## src/rtl/spi_master.sv

```systemverilog
// SPI mode-0 master: one byte MSB-first per accepted start, select optionally held across bytes.
// Latency: byteDone lands 16*CLK_DIV cycles after the first ssel-low cycle; ssel rises CLK_DIV later.
// Backpressure: start is taken only while ready=1 (IDLE/HOLD); otherwise it is dropped, nothing is queued.
module spi_master #(
    parameter int CLK_DIV = 2
) (
    input  logic       clk,
    input  logic       rst_n,
    input  logic       start,
    input  logic [7:0] dataToSend,
    input  logic       keepSelect,
    output logic       ready,
    output logic       byteDone,
    output logic [7:0] receivedData,
    output logic       sck,
    output logic       mosi,
    input  logic       miso,
    output logic       ssel
);

    localparam logic [2:0] IDLE  = 3'd0;
    localparam logic [2:0] LEAD  = 3'd1;
    localparam logic [2:0] HIGH  = 3'd2;
    localparam logic [2:0] HOLD  = 3'd3;
    localparam logic [2:0] TRAIL = 3'd4;

    logic [2:0] state;
    logic [2:0] nextState;
    logic [7:0] divCnt;
    logic [2:0] bitCnt;
    logic [7:0] shiftReg;
    logic       lastTick;

    assign lastTick = (divCnt == 8'(CLK_DIV - 1));
    assign ready    = (state == IDLE) || (state == HOLD);

    always_comb begin
        nextState = state;
        case (state)
            IDLE:  if (start) nextState = LEAD;
            LEAD:  if (lastTick) nextState = HIGH;
            HIGH: begin
                if (lastTick) begin
                    if (bitCnt != 3'd7) nextState = LEAD;
                    else if (keepSelect) nextState = HOLD;
                    else nextState = TRAIL;
                end
            end
            // start wins over a dropped keepSelect so a back-to-back byte never releases select
            HOLD: begin
                if (start) nextState = LEAD;
                else if (!keepSelect) nextState = TRAIL;
            end
            TRAIL: if (lastTick) nextState = IDLE;
            default: nextState = IDLE;
        endcase
    end

    always_ff @(posedge clk) begin
        if (!rst_n) begin
            state        <= IDLE;
            divCnt       <= 8'd0;
            bitCnt       <= 3'd0;
            shiftReg     <= 8'd0;
            receivedData <= 8'd0;
            byteDone     <= 1'b0;
            sck          <= 1'b0;
            ssel         <= 1'b1;
            mosi         <= 1'b0;
        end else begin
            state    <= nextState;
            byteDone <= 1'b0;
            // pins are registered from the next state so they change cleanly with the state
            sck      <= (nextState == HIGH);
            ssel     <= (nextState == IDLE);

            if (nextState != state || state == IDLE || state == HOLD)
                divCnt <= 8'd0;
            else
                divCnt <= divCnt + 8'd1;

            case (state)
                IDLE, HOLD: begin
                    if (start) begin
                        shiftReg <= dataToSend;
                        mosi     <= dataToSend[7];
                        bitCnt   <= 3'd0;
                    end
                end
                LEAD: begin
                    if (lastTick)
                        shiftReg <= {shiftReg[6:0], miso};
                end
                HIGH: begin
                    if (lastTick) begin
                        if (bitCnt != 3'd7) begin
                            bitCnt <= bitCnt + 3'd1;
                            mosi   <= shiftReg[7];
                        end else begin
                            receivedData <= shiftReg;
                            byteDone     <= 1'b1;
                        end
                    end
                end
                default: ;
            endcase
        end
    end

endmodule
```

## config.mk

```make
export PLATFORM = sky130hd
export DESIGN_NAME = spi_master
export DESIGN_NICKNAME = d
export VERILOG_FILES = /design/src/rtl/spi_master.sv
export SDC_FILE = /design/constraint.sdc
export NUM_CORES = 1
export LEC_CHECK = 0
export ABC_AREA = 1
export BUFFER_PORTS_ARGS = -buffer_cell sky130_fd_sc_hd__buf_4
export CAP_MARGIN = 10
export CELL_PAD_IN_SITES_DETAIL_PLACEMENT = 1
export CELL_PAD_IN_SITES_GLOBAL_PLACEMENT = 1
export CORE_UTILIZATION = 42
export CTS_CLUSTER_DIAMETER = 120
export DETAILED_ROUTE_END_ITERATION = 12
export PLACE_DENSITY = 0.78
export REMOVE_ABC_BUFFERS = 1
export SLEW_MARGIN = 20
export SYNTH_ARGS = -nofsm -noshare
export SYNTH_HDL_FRONTEND = slang
export SYNTH_SLANG_ARGS = --single-unit
```

## constraint.sdc

```tcl
create_clock -name clk -period 3.2 [get_ports clk]
set_input_delay 0.64 -clock clk [delete_from_list [all_inputs] [get_ports clk]]
set_output_delay 0.64 -clock clk [all_outputs]
set_load 0.05 [all_outputs]
```

# --- After elaboration in Yosys (flattened, before gate mapping) ---
# Index checks and enable logic that the tools add are counted.
classes:
  addsub: 2
  n_eq_ne: 12
  n_mux: 21
  bitwise: 2
  reduce_logical: 13
ops:
  columns: ["operator", "count"]
  rows:
  - ["two-way mux 3 bit", 11]
  - ["two-way mux 8 bit", 2]
  - ["one-hot mux 8 bit (2 select lines)", 1]
  - ["one-hot mux 3 bit (5 select lines)", 1]
  - ["== test 3 x 2 -> 1 bit, second input constant", 3]
  - ["AND reduction 3 bit", 3]
  - ["adder 8 x 1 -> 8 bit, second input constant", 1]
  - ["== test 8 x 1 -> 1 bit, second input constant", 1]
  - ["!= test 2 bit, second input constant", 4]
  - ["logical NOT 3 bit", 2]
  - ["one-hot mux 3 bit (2 select lines)", 1]
  - ["two-way mux 1 bit", 4]
  - ["AND reduction 4 bit", 1]
  - ["nonzero test 2 bit", 2]
  - ["OR reduction 2 bit", 2]
  - ["adder 3 x 1 -> 3 bit, second input constant", 1]
  - ["== test 3 x 1 -> 1 bit, second input constant", 1]
  - ["== test 3 bit, second input constant", 1]
  - ["logical OR 1 bit", 3]
  - ["!= test 3 bit", 1]
  - ["!= test 3 bit, second input constant", 1]
  - ["NOT 1 bit", 2]
  - ["one-hot mux 1 bit (2 select lines)", 1]
totals:
  regBits: 34
  inputBits: 13
  output_inout_bits: 13
  elab_cells: 59

# --- Longest topological paths before layout ---
depth:
  ltp_word: 8
  ltp_mapped: 13
  ltp_nobuf: 13

# --- Least setup slack after synthesis ---
# No wires, ideal clock.
synth_timing:
  path_type: "register to register"
  startpoint: "register state[1]"
  endpoint: "register shiftReg[2]"
  setup_ns: 0.117
  t_arrival_ns: 1.406
  required_ns: 3.083
  path_slack_ns: 1.677
  path_stages_with_launch: 9
  path_buffers: 1
  period_less_slack_ns: 1.523
  cell_sequence: "dfxtp_1 > nand3_1 > nand2_2 > nor2_1 > nor2_1 > nand2_2 > buf_6 > o21ai_1 > a21oi_1"
synth_via:
  elab_chain_cells: 4
  word_cells_on_any_way: 9
  classes_between: "4 x eq/ne; 1 x mux; 4 x reduce/logical"
synth_rtl:
  columns: ["item", "line", "source"]
  rows:
  - ["from (decl)", "27", "logic [2:0] state;"]
  - ["from (signal assigned)", "71", "state <= nextState;"]
  - ["== test 3 x 2 -> 1 bit or logical NOT 3 bit (tied branches)", "82", "case (state)"]
  - ["OR reduction 2 bit", "82", null]
  - ["!= test 2 bit (no line) or nonzero test 2 bit (tied branches)", null, null]
  - ["AND reduction 3 bit (no line)", null, null]
  - ["to (signal assigned)", "85", "shiftReg <= dataToSend;"]
  - ["to (signal assigned)", "92", "shiftReg <= {shiftReg[6:0], miso};"]
  - ["to (decl)", "31", "logic [7:0] shiftReg;"]
# Several ways; a longest one is shown, not always the timed one.
# A chain may end at the register's enable or synchronous reset.

# --- Worst setup path in the final report ---
layout_timing:
  startpoint: "register state[1]"
  endpoint: "output port ready"
layout_via:
  elab_chain_cells: 2
  word_cells_on_any_way: 3
  classes_between: "1 x eq/ne; 2 x reduce/logical"
layout_rtl:
  columns: ["item", "line", "source"]
  rows:
  - ["== test 3 x 2 -> 1 bit or logical NOT 3 bit (tied branches)", "35", "assign ready = (state == IDLE) || (state == HOLD);"]
  - ["logical OR 1 bit (*)", "35", null]
  - ["to (decl)", "12", "output logic ready,"]
# Every way passes the cells marked *; elsewhere a longest branch is shown, timed or not.

==> impl_metrics.yaml <==
sta:
  finalSetupTns_ns: 0
  max_freq_ghz: 0.512
  layout_worst_path_cycle_share: 0.610
  timing_hold_violations_final: 0
  worst_pin_slew_ns: 0.301
  finalClockSkew_ns: 0.00503
  final-setup-viol-count: 0
  slew_viol_final: 0
  maxSlewHeadroom: 0.797
  rsz_0062_raised_after_global_routing: "no"
  timing.final.crit_period_ns: 1.95
setup_path:
  worstReg2RegStart: "bitCnt[0]"
  timing_worst_setup_path_type: "register to output port"
  worst_ep_arrival_time_ns: 1.31
  worstSetupEndpointType: "output port"
  reg2regPathDepth: 9
  timing.critical_path.fanout_max: 6
  sort_of_element_at_the_start_of_the_critical_path: "register"
  r2r_end: "divCnt[6]"
  worstPathRequired_ns: 2.56
  timing.reg2reg.setup_slack_ns: 1.44
synth:
  syn_area_um2: 1620
  yosys.area.top_type_share: 0.420
  synth-edff-count: 0
  synth_area_per_cell_um2: 7.16
  synth_largest_area_cell: "sky130_fd_sc_hd__dfxtp_1"
  synth.yosys.seq_area_share: 0.420
  yosys_register_bits: 34
  post_synth_inst_count: 226
  synth_warnings: 0
  ys_top_cells_by_count: "sky130_fd_sc_hd__nand2_1 (40), sky130_fd_sc_hd__nor2_1 (40), sky130_fd_sc_hd__dfxtp_1 (34)"
  post_synth_num_cell_types: 28
  post_synth_main_area_contributors: "sky130_fd_sc_hd__dfxtp_1 (42%), sky130_fd_sc_hd__nand2_1 (9.3%), sky130_fd_sc_hd__nor2_1 (9.3%)"
  most_common_flop_cell_mapped_by_yosys: "sky130_fd_sc_hd__dfxtp_1"
  async_reset_ff_frac: 0
grt:
  grt.overflow.total: 0
  grt_pass1_wl_um: 6460
  grt_start_max_net_pins: 22
  grt_pass1_vias: 1424
  gr-usage-all-layers: 0.208
  grt_antenna_before_repair: 0
pwr:
  p_clk_frac: 0.326
  irDropWorstVdd_mv: 0.245
  sw_frac_of_total: 0.294
  p_switching_mw: 0.268
  p_comb_frac: 0.173
  p_seq_frac: 0.501
  power.internal_mw: 0.644
  lkg_pwr_nw: 0.868
  power_density_nw_per_um2: 477
cts:
  clk_latency_ns: 0.29
  numClockSinks: 34
  post-cts-setup-buffer-count: 0
  cts_root_buffer_type: "sky130_fd_sc_hd__clkbuf_8"
  cts_buffer_depth: 2
  tritoncts.num_buffers: 5
  post_cts_resized: 0
  cts.htree.levels: 2
  holdBufCountCts: 0
  tritoncts_clock_tree: "done"
  path_clk_slew_ns: 0.07
final_layout:
  count_of_inserted_antenna_diode_cells: 0
  layout-drive-gt1-share: 0.186
  area_occupied_by_multi_input_gates_um2: 798
  syn_to_final_growth_pct: 18.2
  final_area_um2: 1910
  nets: 270
  seq_area_um2: 681
  final.fill_count: 497
detailed_routing:
  vias_per_cell: 4.86
  routed-via-count: 1464
  route.detailed.wl_per_inst_um: 12.5
  initial_drc_count: 54
  wl_um: 3760
  drc: 0
  pre_antenna_drt_iters: 3
  final_antenna_net_count: 0
floorplanning:
  floorplan.core_area_um2: 3690
  die_area_um2: 4110
  initial_utilization: 0.439
  floorplan.rows: 22
  die_y_um: 64.1
  io_pins: 26
  chipWidth_um: 64.1
placement:
  gp_routability_congestion: 0.863
  placed_cell_area_um2: 1840
  portBuffers: 25
  hpwl_um: 2850
min_path:
  holdCritStartpoint: "mosi"
  whs_path_depth: 2
  hp-class: "register to register"
  worstHoldEndpoint: "mosi"
run_status:
  outcome: "finished clean"
job:
  timing.max_cap.violations: 0
worst max-delay path, stage by stage (launching register included):
cell,delay [ns]
sky130_fd_sc_hd__dfxtp_1,0.48
sky130_fd_sc_hd__nand3_1,0.19
sky130_fd_sc_hd__nand2_2,0.15
sky130_fd_sc_hd__buf_4,0.21
how the worst max path moves through the flow:
| stage | startpoint | to | slack, ns | depth (start not counted) |
|---|---|---|---|---|
| 5_1_grt | state[1] | ready | 1.18 | 3 |
| 4_1_cts | state[1] | ready | 1.24 | 3 |
| 6_report | state[1] | ready | 1.25 | 3 |
| 2_1_floorplan | state[1] | shiftReg[0] | 1.68 | 7 |
| 3_5_place_dp | bitCnt[0] | divCnt[3] | 1.45 | 9 |
| 3_3_place_gp | state[2] | shiftReg[6] | 1.46 | 10 |
routing by layer:
| layer | vias to the layer above | wire (um) | global-route usage | share of wire |
|---|---|---|---|---|
| li1 | 771 | - | - | - |
| met1 | 669 | 1920 | 0.273 | 0.51 |
| met2 | 17 | 1690 | 0.327 | 0.45 |
| met3 | 7 | 81 | 0.0375 | 0.022 |
| met4 | 0 | 72 | 0.102 | 0.019 |
| met5 | - | 0 | 0 | 0 |
power by group through the flow:
stage               registers, mW  logic, mW  clock network [mW]
detailed placement          0.467      0.159                   0
global route                0.460      0.179               0.323
global placement            0.467      0.156                   0
floorplan                   0.476     0.0988                   0
CTS                         0.458      0.160               0.305
finish                      0.457      0.158               0.298
cell usage in the layout (no fill, tap or decap), drive strengths merged, types with 2 or more instances in the layout:
cell / count
nor3: 2
dfxtp: 34
a21oi: 17
nand3: 11
nand2: 45
clkinv: 2
xor2: 4
ha: 4
clkbuf: 5
nor2: 42
nand3b: 2
inv: 29
xnor2: 2
buf: 25
o21ai: 25
nand4: 2
cells by family (layout without fill, tap and decap cells):
group / count (synthesis) / after routing / synth area share
xor+xnor: 6 / 6 / 0.0325
flops: 34 / 34 / 0.420
buf+inv: 34 / 61 / 0.0866
fa+ha+maj: 4 / 4 / 0.0309
compound gates: 44 / 44 / 0.143
simple gates: 104 / 104 / 0.287
cell type report:
class | count | area share
Multi-Input combinational cell | 158 | 0.417
Sequential cell | 34 | 0.356
Inverter | 29 | 0.0569
Tap cell | 48 | 0.0314
Clock buffer | 5 | 0.0359
Clock inverter | 2 | 0.00523
Timing Repair Buffer | 25 | 0.0980
stage by stage:
step / setup slack, ns / util / total power, mW / hold WS (ns) / instances
CTS: 1.24 / 0.519 / 0.922 / 0.472 / 301
finish: 1.25 / 0.519 / 0.913 / 0.467 / 301
global route: 1.18 / 0.519 / 0.963 / 0.489 / 301
floorplan: 1.68 / - / 0.575 / 0.433 / 221
detailed placement: 1.45 / 0.498 / 0.627 / 0.457 / 294
global placement: 1.46 / 0.498 / 0.622 / 0.436 / 294
flip-flops by register name, summed over array words and instances, names as in the netlist:
| register | count |
|---|---|
| divCnt | 8 |
| receivedData | 8 |
| shiftReg | 8 |
| bitCnt | 3 |
| state | 3 |
| byteDone | 1 |
| mosi | 1 |
| sck | 1 |
| ssel | 1 |
Power figures use the tool's default switching activity.
